$ cat src/rtl/wb_arbiter_pkg.sv
// Shared types for the writeback arbiter: grant identity and the
// two-way round-robin pick function.
package wb_arbiter_pkg;

    // Identity of the requester that won the most recent transfer.
    typedef enum logic {
        GRANT_REQ0 = 1'b0,
        GRANT_REQ1 = 1'b1
    } grant_e;

    // Returns {grant1, grant0}. A lone requester always wins; under
    // contention the requester that did not win last time is chosen.
    function automatic logic [1:0] rr_pick(input logic v0, input logic v1,
                                           input grant_e last);
        logic [1:0] g;
        g = '0;
        if (v0 && !v1) begin
            g = 2'b01;
        end else if (!v0 && v1) begin
            g = 2'b10;
        end else if (v0 && v1) begin
            g = (last == GRANT_REQ1) ? 2'b01 : 2'b10;
        end
        return g;
    endfunction

endpackage

$ cat src/rtl/wb_arbiter_rr_arb2.sv
// Two-way round-robin grant. Ready is combinational from the valids and
// the last-grant pointer; the pointer moves only when a transfer happens.
module wb_arbiter_rr_arb2
    import wb_arbiter_pkg::*;
(
    input  logic r_clk,
    input  logic r_rst,
    input  logic valid0,
    input  logic valid1,
    output logic ready0,
    output logic ready1
);

    grant_e     last_grant;
    grant_e     last_grant_next;
    logic [1:0] pick;

    // Pointer register; reset makes req0 win the first contention.
    always_ff @(posedge r_clk or negedge r_rst) begin
        if (!r_rst) begin
            last_grant <= GRANT_REQ1;
        end else begin
            last_grant <= last_grant_next;
        end
    end

    // Grant decode and pointer update; readies are forced low during reset.
    always_comb begin
        pick            = rr_pick(valid0, valid1, last_grant);
        ready0          = r_rst & pick[0];
        ready1          = r_rst & pick[1];
        last_grant_next = last_grant;
        if (ready0) begin
            last_grant_next = GRANT_REQ0;
        end else if (ready1) begin
            last_grant_next = GRANT_REQ1;
        end
    end

endmodule

$ cat src/rtl/wb_arbiter.sv
// Writeback arbiter: merges ALU and load writebacks onto the single
// register-file write port and keeps a pending-write scoreboard that
// stalls decode on unresolved source operands.
module wb_arbiter
    import wb_arbiter_pkg::*;
#(
    parameter int DWIDTH = 32,
    parameter int AWIDTH = 5
) (
    input  logic                     r_clk,
    input  logic                     r_rst,
    input  logic                     req0_valid,
    input  logic [AWIDTH-1:0]        req0_addr,
    input  logic [DWIDTH-1:0]        req0_data,
    output logic                     req0_ready,
    input  logic                     req1_valid,
    input  logic [AWIDTH-1:0]        req1_addr,
    input  logic [DWIDTH-1:0]        req1_data,
    output logic                     req1_ready,
    input  logic                     iss_en,
    input  logic [AWIDTH-1:0]        iss_addr,
    input  logic [AWIDTH-1:0]        rs_addr,
    input  logic [AWIDTH-1:0]        rt_addr,
    output logic                     wr_en,
    output logic [AWIDTH-1:0]        wr_addr,
    output logic [DWIDTH-1:0]        wr_data,
    output logic [(1<<AWIDTH)-1:0]   pend_vec,
    output logic                     stall
);

    localparam int NREG = 1 << AWIDTH;

    logic              xfer;
    logic              write;
    logic [AWIDTH-1:0] xfer_addr;
    logic [DWIDTH-1:0] xfer_data;
    logic [NREG-1:0]   pend_next;

    wb_arbiter_rr_arb2 u_rr_arb2 (
        .r_clk  (r_clk),
        .r_rst  (r_rst),
        .valid0 (req0_valid),
        .valid1 (req1_valid),
        .ready0 (req0_ready),
        .ready1 (req1_ready)
    );

    // Select the accepted request; a ready is only raised alongside its valid.
    always_comb begin
        xfer      = req0_ready | req1_ready;
        xfer_addr = req1_ready ? req1_addr : req0_addr;
        xfer_data = req1_ready ? req1_data : req0_data;
        write     = xfer && (xfer_addr != '0);
    end

    // Register-file write port: one-cycle pulse, address/data hold otherwise.
    always_ff @(posedge r_clk or negedge r_rst) begin
        if (!r_rst) begin
            wr_en   <= 1'b0;
            wr_addr <= '0;
            wr_data <= '0;
        end else begin
            wr_en <= write;
            if (write) begin
                wr_addr <= xfer_addr;
                wr_data <= xfer_data;
            end
        end
    end

    // Scoreboard next state: clear applied first so a same-cycle issue wins.
    always_comb begin
        pend_next = pend_vec;
        if (write) begin
            pend_next[xfer_addr] = 1'b0;
        end
        if (iss_en && (iss_addr != '0)) begin
            pend_next[iss_addr] = 1'b1;
        end
    end

    // Scoreboard register.
    always_ff @(posedge r_clk or negedge r_rst) begin
        if (!r_rst) begin
            pend_vec <= '0;
        end else begin
            pend_vec <= pend_next;
        end
    end

    // Decode hold: any nonzero source register still awaiting writeback.
    always_comb begin
        stall = ((rs_addr != '0) && pend_vec[rs_addr])
              | ((rt_addr != '0) && pend_vec[rt_addr]);
    end

endmodule

$ cat config.mk
export PLATFORM = sky130hd
export DESIGN_NAME = wb_arbiter
export DESIGN_NICKNAME = d
export VERILOG_FILES = /design/src/rtl/wb_arbiter_pkg.sv /design/src/rtl/wb_arbiter_rr_arb2.sv /design/src/rtl/wb_arbiter.sv
export SDC_FILE = /design/constraint.sdc
export NUM_CORES = 1
export LEC_CHECK = 0
export BUFFER_PORTS_ARGS = -buffer_cell sky130_fd_sc_hd__buf_2
export CORE_MARGIN = 4
export CORE_UTILIZATION = 52
export CTS_CLUSTER_DIAMETER = 80
export DETAILED_ROUTE_END_ITERATION = 16
export GPL_TIMING_DRIVEN = 0
export PLACE_DENSITY = 0.84
export SLEW_MARGIN = 20
export SYNTH_ARGS = -nofsm -noshare
export SYNTH_HDL_FRONTEND = slang
export SYNTH_SLANG_ARGS = --single-unit
$ cat constraint.sdc
create_clock -name r_clk -period 4.9 [get_ports r_clk]
set_input_delay 0 -clock r_clk [delete_from_list [all_inputs] [get_ports r_clk]]
set_output_delay 0 -clock r_clk [all_outputs]
set_load 0.01 [all_outputs]
* Word-level counts from Yosys, hierarchy flattened
Cells that the tools add are included.
Operators by class: magnitude comparators 6, muxes and demuxes 18, bitwise logic cells 7, reductions and logical operators 16
Operators by type and width (number):
- $mux W32 | 3
- $and A32 B32 Y32 | 1
- $not A32 Y32 | 1
- $or A32 B32 Y32 | 1
- $lt A5 B6 Y1 const B | 4
- $reduce_bool A5 Y1 | 4
- $bmux W1 S5 | 2
- $demux W1 S5 | 2
- $ge A5 B1 Y1 const B | 2
- $logic_and A1 B1 Y1 | 9
- $mux W2 | 4
- $mux W1 | 6
- $mux W5 | 1
- $and A1 B1 Y1 | 2
- $logic_not A1 Y1 | 2
- $or A1 B1 Y1 | 2
- $reduce_bool A2 Y1 | 1
Word-level totals: flip-flop bits (word level) 71, word-level logic and storage cells 52

* Logic depth before layout (Yosys ltp)
depth in word-level cells 15, depth in mapped cells 8, gate-level depth less buffers 5

* Modules after synthesis
Synthesis repeated with hierarchy kept, for this count alone.
Second synthesis, totals: cell total of the unflattened synthesis 362, area, all modules 3711.1 sq um
Modules (own cells, without submodules):
- wb_arbiter | times used 1, cells each 354, area an instance 3648.5 sq um
- wb_arbiter_rr_arb2 | times used 1, cells each 8, area an instance 62.6 sq um

* Worst setup path after synthesis
No wires, ideal clock.
path kind reg-to-reg, from reg u_rr_arb2.last_grant, to reg wr_addr[4], arrival 2.032 ns, data required time 4.772 ns, setup slack 2.741 ns, cell stages (with the launch flop) 8, buffers on the path 2, clock period less this slack 2.159 ns, cell sequence dfstp_2 -> nand2_2 -> nand3_4 -> mux2i_1 -> o31a_1 -> buf_4 -> buf_6 -> mux2_1
Between the ends: word-level cells in the longest chain between the ends 8, elaborated cells on any way between the ends 10
Ends and longest elaborated chain:
- start: declaration | RTL line wb_arbiter_rr_arb2.sv:14 | grant_e last_grant;
- start signal: assignment | RTL line wb_arbiter_rr_arb2.sv:23 | last_grant <= last_grant_next;
- $mux W2 * | RTL line wb_arbiter_pkg.sv:22 | g = (last == GRANT_REQ1) ? 2'b01 : 2'b10;
- $mux W2 * | RTL line wb_arbiter_pkg.sv:21 | end else if (v0 && v1) begin
- $mux W2 * | RTL line wb_arbiter_pkg.sv:19 | end else if (!v0 && v1) begin
- $mux W2 * | RTL line wb_arbiter_pkg.sv:17 | if (v0 && !v1) begin
- $and A1 B1 Y1 | RTL line wb_arbiter_rr_arb2.sv:31 | ready1 = r_rst & pick[1];
- $mux W5 | RTL line wb_arbiter.sv:51 | xfer_addr = req1_ready ? req1_addr : req0_addr;
- $reduce_bool A5 Y1 | RTL line wb_arbiter.sv:53 | write = xfer && (xfer_addr != '0);
- $logic_and A1 B1 Y1 | RTL line wb_arbiter.sv:53
- end signal: assignment | RTL line wb_arbiter.sv:65 | wr_addr <= xfer_addr;
- end: declaration | RTL line wb_arbiter.sv:25 | output logic [AWIDTH-1:0] wr_addr,
Mark *: on every way between the ends. The rest lies on a longest branch, timed or not. A chain may end at the register's enable or synchronous reset.

* Worst setup path after layout
from in r_rst, to reg wr_data[13]
Between the ends: word-level cells in the longest chain between the ends 4, elaborated cells on any way between the ends 7
Ends and longest elaborated chain:
- start: declaration | RTL line wb_arbiter.sv:11 | input logic r_rst,
- $and A1 B1 Y1 | RTL line wb_arbiter_rr_arb2.sv:31
- $mux W5 | RTL line wb_arbiter.sv:51
- $reduce_bool A5 Y1 | RTL line wb_arbiter.sv:53
- $logic_and A1 B1 Y1 | RTL line wb_arbiter.sv:53
- end signal: assignment | RTL line wb_arbiter.sv:66 | wr_data <= xfer_data;
- end: declaration | RTL line wb_arbiter.sv:26 | output logic [DWIDTH-1:0] wr_data,
Several ways; a longest one is shown, not always the timed one.

==> results.tsv <==
stage	metric	value	unit
clocking	clk_root_buffer_cell	sky130_fd_sc_hd__clkbuf_8	
worst_setup_path	worstSetupStartpoint	r_rst	
clocking	clock_tree.buffer_depth	2	
global_routing	global_route.overflow_total	0	
global_routing	grt_max_degree	38	
min_path	min_delay_src	req0_data[6]	
die	die_area	0.00909	mm2
drt	wl_per_cell	20.9	um
power_and_ir_drop	powerDensity	355	mW/mm2
timing	fmaxAchievable	0.334	GHz
power_and_ir_drop	post-layout-total-power	1.86	mW
drt	drt_pre_antenna_iters	5	
drt	finalWirelength	13000	um
worst_setup_path	cp_cell_sequence	dlygate4sd3_1 -> buf_4 -> buf_12 -> buf_4 -> nand3_4 -> clkbuf_1 -> mux2_2 -> dlygate4sd3_1 -> mux2_1	
placed_design	detailed_place_hpwl	9200	um
die	die_h	95.4	um
power_and_ir_drop	netSwitchingFraction	0.344	
timing	rsz_0062_raised_after_global_routing	no	
die	core-area	0.00733	mm2
global_routing	global_route.usage.total	0.300	
flow_run	max_cap_violation_count	0	
global_routing	grt_pass1_wl	20100	um
placed_design	place_area	0.00491	mm2
cells_and_area	fillers	522	
timing	setup_violations	0	
global_routing	first_global_vias	3917	
timing	hold_slack	-0.00142	ns
clocking	cts-buffers-inserted	9	
die	pin_count	167	
timing	fin_setup_tns	0	ns
die	core.rowCount	31	
drt	drt.antenna.violating_nets	0	
power_and_ir_drop	comb_power_share	0.323	
timing	tightest_slew	0.882	ns
drt	routed_via_density	6.04	
timing	timing.slew.headroom	0.409	
timing	maxSlewViolCount	0	
clocking	cts_tree	done	
timing	final.period_utilization	0.610	
timing	timing.final.ws_setup	1.91	ns
worst_setup_path	reg2reg_from	u_rr_arb2.last_grant	
yosys	synth-seq-area-share	0.448	
yosys	post_synth_edffs	0	
timing	layout_min_cycle_time	2.99	ns
worst_setup_path	critPathMaxStageDelay	0.57	ns
yosys	syn_nets	425	
global_routing	grt_antenna_before_repair	0	
clocking	clock_sink_count	71	
yosys	synth.avg_cell_area	12.0	um2
power_and_ir_drop	p_switching	0.639	mW
drt	drc	0	
power_and_ir_drop	worst_ir_drop_vdd	0.000176	V
worst_setup_path	critical_setup_path_kind	input pin to flop	
die	die-width	95.4	um
clocking	worst_path_clk_slew	0.08	ns
cells_and_area	finish.instance_area	0.00524	mm2
cells_and_area	finish.utilization	0.715	
power_and_ir_drop	power_frac_clock	0.232	
yosys	postSynthRegisterBits	71	
timing	worst_clock_skew	0.00818	ns
cells_and_area	final_nets	612	
cells_and_area	area.growth.synth_to_final	32.1	%
yosys	synth_async_sr_flop_share	1.00	
cells_and_area	antenna-diode-count	0	
die	floorplan.initialDensity	0.541	
status	outcome	complete, but fails checks	
placed_design	place_worst_setup_slack	2.20	ns
timing	hold_viol	1	
worst_setup_path	worstPathRequired	5.13	ns
worst_setup_path	cpMaxStageDelayCell	sky130_fd_sc_hd__dlygate4sd3_1	
yosys	synthFlopType	sky130_fd_sc_hd__dfrtp_1	
power_and_ir_drop	seq_power_share	0.445	
worst_setup_path	arrival	3.22	ns
worst_setup_path	setup.worst_path.start_class	input pin	
yosys	post_synth_instance_area	0.00397	mm2
worst_setup_path	timing.critical_path.fanout_max	37	
clocking	cts.repair.resized	0	
yosys	synth_cells	331	
drt	via_count	3754	
placed_design	gp_congestion	0.859	
clocking	cts_setup_buffers	0	
status	violations	negative hold slack	
power_and_ir_drop	power_leakage	2.38	nW
clocking	number_of_h_tree_branching_levels	3	
yosys	cell_variety_after_synth	41	
cells_and_area	layout-drive-gt1-share	0.482	
worst_setup_path	critical_path.endpoint_type	flop	
yosys	ys_warn_count	0	
placed_design	portBuffers	160	
clocking	worst_skew_pair.late_latency	0.35	ns
drt	drtIter0Drc	338	
min_path	hp-class	input pin to flop	
power_and_ir_drop	power_report.internal_total	1.22	mW
-- per-layer routing --
metal  global-route usage  wire length, um  part of all wire  vias to the layer above
met5                    0                0                 0                        -
met4                0.135              394             0.030                        0
met3               0.0773             1320              0.10                       35
met2                0.536             6660              0.51                      253
met1                0.334             4660              0.36                     1809
li1                     -                -                 -                     1657
-- path summary, 6_finish.rpt --
| check | end | slack (ns) | cells past startpoint |
|---|---|---|---|
| min in group asynchronous | wr_data[22] | 0.13 | 2 |
| worst min register to register | pend_vec[0] | 0.46 | 1 |
| worst max register to register | wr_data[13] | 2.12 | 6 |
| max in group asynchronous | u_rr_arb2.last_grant | 4.16 | 3 |
| worst max-delay path | wr_data[13] | 1.91 | 9 |
| worst min-delay path | wr_data[6] | -0.001 | 3 |
-- cell families (layout without fill, tap and decap cells) --
| group | Yosys count | after routing | synth area share |
|---|---|---|---|
| muxes | 96 | 96 | 0.303 |
| AOI/OAI and AO/OA | 88 | 88 | 0.140 |
| DFF | 71 | 71 | 0.448 |
| and+or+nand+nor | 48 | 48 | 0.0744 |
| buffers and inverters | 28 | 220 | 0.0341 |
-- power groups by stage --
stage                     sequential, mW  combinational, mW  clock, mW
final                              0.828              0.600      0.432
after global routing               0.844              0.652      0.458
after CTS                          0.821              0.595      0.429
after global placement             0.819              0.557          0
after floorplan                    0.863              0.270          0
after detailed placement           0.831              0.580          0
-- what timing repair did --
item | 4_1_cts | 5_1_grt
hold buffers | 15 | 0
endpoints found under the hold margin | 79 | 0
endpoints found under the setup margin | 0 | 0
-- area by class of cell --
| class | instances | area (um2) | area share |
|---|---|---|---|
| Sequential cell | 71 | 1780 | 0.339 |
| Buffer | 20 | 105 | 0.0201 |
| Multi-Input combinational cell | 232 | 2050 | 0.392 |
| Clock inverter | 3 | 17.5 | 0.00334 |
| Tap cell | 99 | 124 | 0.0236 |
| Inverter | 8 | 30.0 | 0.00573 |
| Clock buffer | 13 | 159 | 0.0303 |
| Timing Repair Buffer | 176 | 973 | 0.186 |
-- cell usage after synthesis, drive strengths merged (2+ instances only) --
| master | instances | area share |
|---|---|---|
| nand3 | 5 | 0.0095 |
| mux4 | 12 | 0.068 |
| a21oi | 5 | 0.0063 |
| nand3b | 6 | 0.011 |
| clkbuf | 9 | 0.0085 |
| nor2b | 2 | 0.0032 |
| o31ai | 31 | 0.059 |
| a311oi | 4 | 0.0088 |
| o21ai | 37 | 0.047 |
| nor3b | 2 | 0.0038 |
| nand2 | 9 | 0.0091 |
| inv | 8 | 0.0076 |
| or3b | 3 | 0.0066 |
| mux2 | 71 | 0.20 |
| mux2i | 13 | 0.033 |
| dfrtp | 70 | 0.44 |
| nor3 | 2 | 0.0025 |
| o211ai | 2 | 0.0038 |
| o22ai | 3 | 0.0047 |
| nand4 | 2 | 0.0032 |
| nor2 | 7 | 0.0066 |
| nand2b | 2 | 0.0032 |
| a31oi | 3 | 0.0047 |
| nor4b | 4 | 0.0088 |
| buf | 11 | 0.018 |
-- metrics by stage --
| stage | instances | hold WS [ns] |
|---|---|---|
| global placement | 590 | 0.332 |
| finish | 622 | -0.00142 |
| detailed placement | 591 | -0.0173 |
| global route | 622 | 0.00593 |
| floorplan | 331 | -0.296 |
| CTS | 622 | 0.00127 |
-- critical path, delay by kind of cell --
family / cells / cell delay, ns
simple gates: 1 / 0.12
mux: 2 / 0.74
buf+inv: 6 / 2.35
-- placed cells by master (no fill, tap or decap), types with 6 or more instances in the layout --
cell,count
sky130_fd_sc_hd__o31ai_1,31
sky130_fd_sc_hd__o21ai_0,33
sky130_fd_sc_hd__nand3b_1,6
sky130_fd_sc_hd__mux2i_1,13
sky130_fd_sc_hd__clkbuf_8,11
sky130_fd_sc_hd__inv_1,8
sky130_fd_sc_hd__mux2_2,50
sky130_fd_sc_hd__mux4_2,12
sky130_fd_sc_hd__nand2_1,8
sky130_fd_sc_hd__dlygate4sd3_1,15
sky130_fd_sc_hd__clkbuf_1,11
sky130_fd_sc_hd__dfrtp_1,70
sky130_fd_sc_hd__buf_2,162
sky130_fd_sc_hd__mux2_1,20
sky130_fd_sc_hd__nor2_1,7
-- flip-flops by register name (all words and copies together) (netlist names) --
name / count
wr_addr: 5
wr_en: 1
u_rr_arb2.last_grant: 1
pend_vec: 32
wr_data: 32
(Power assumes the default switching activity.)
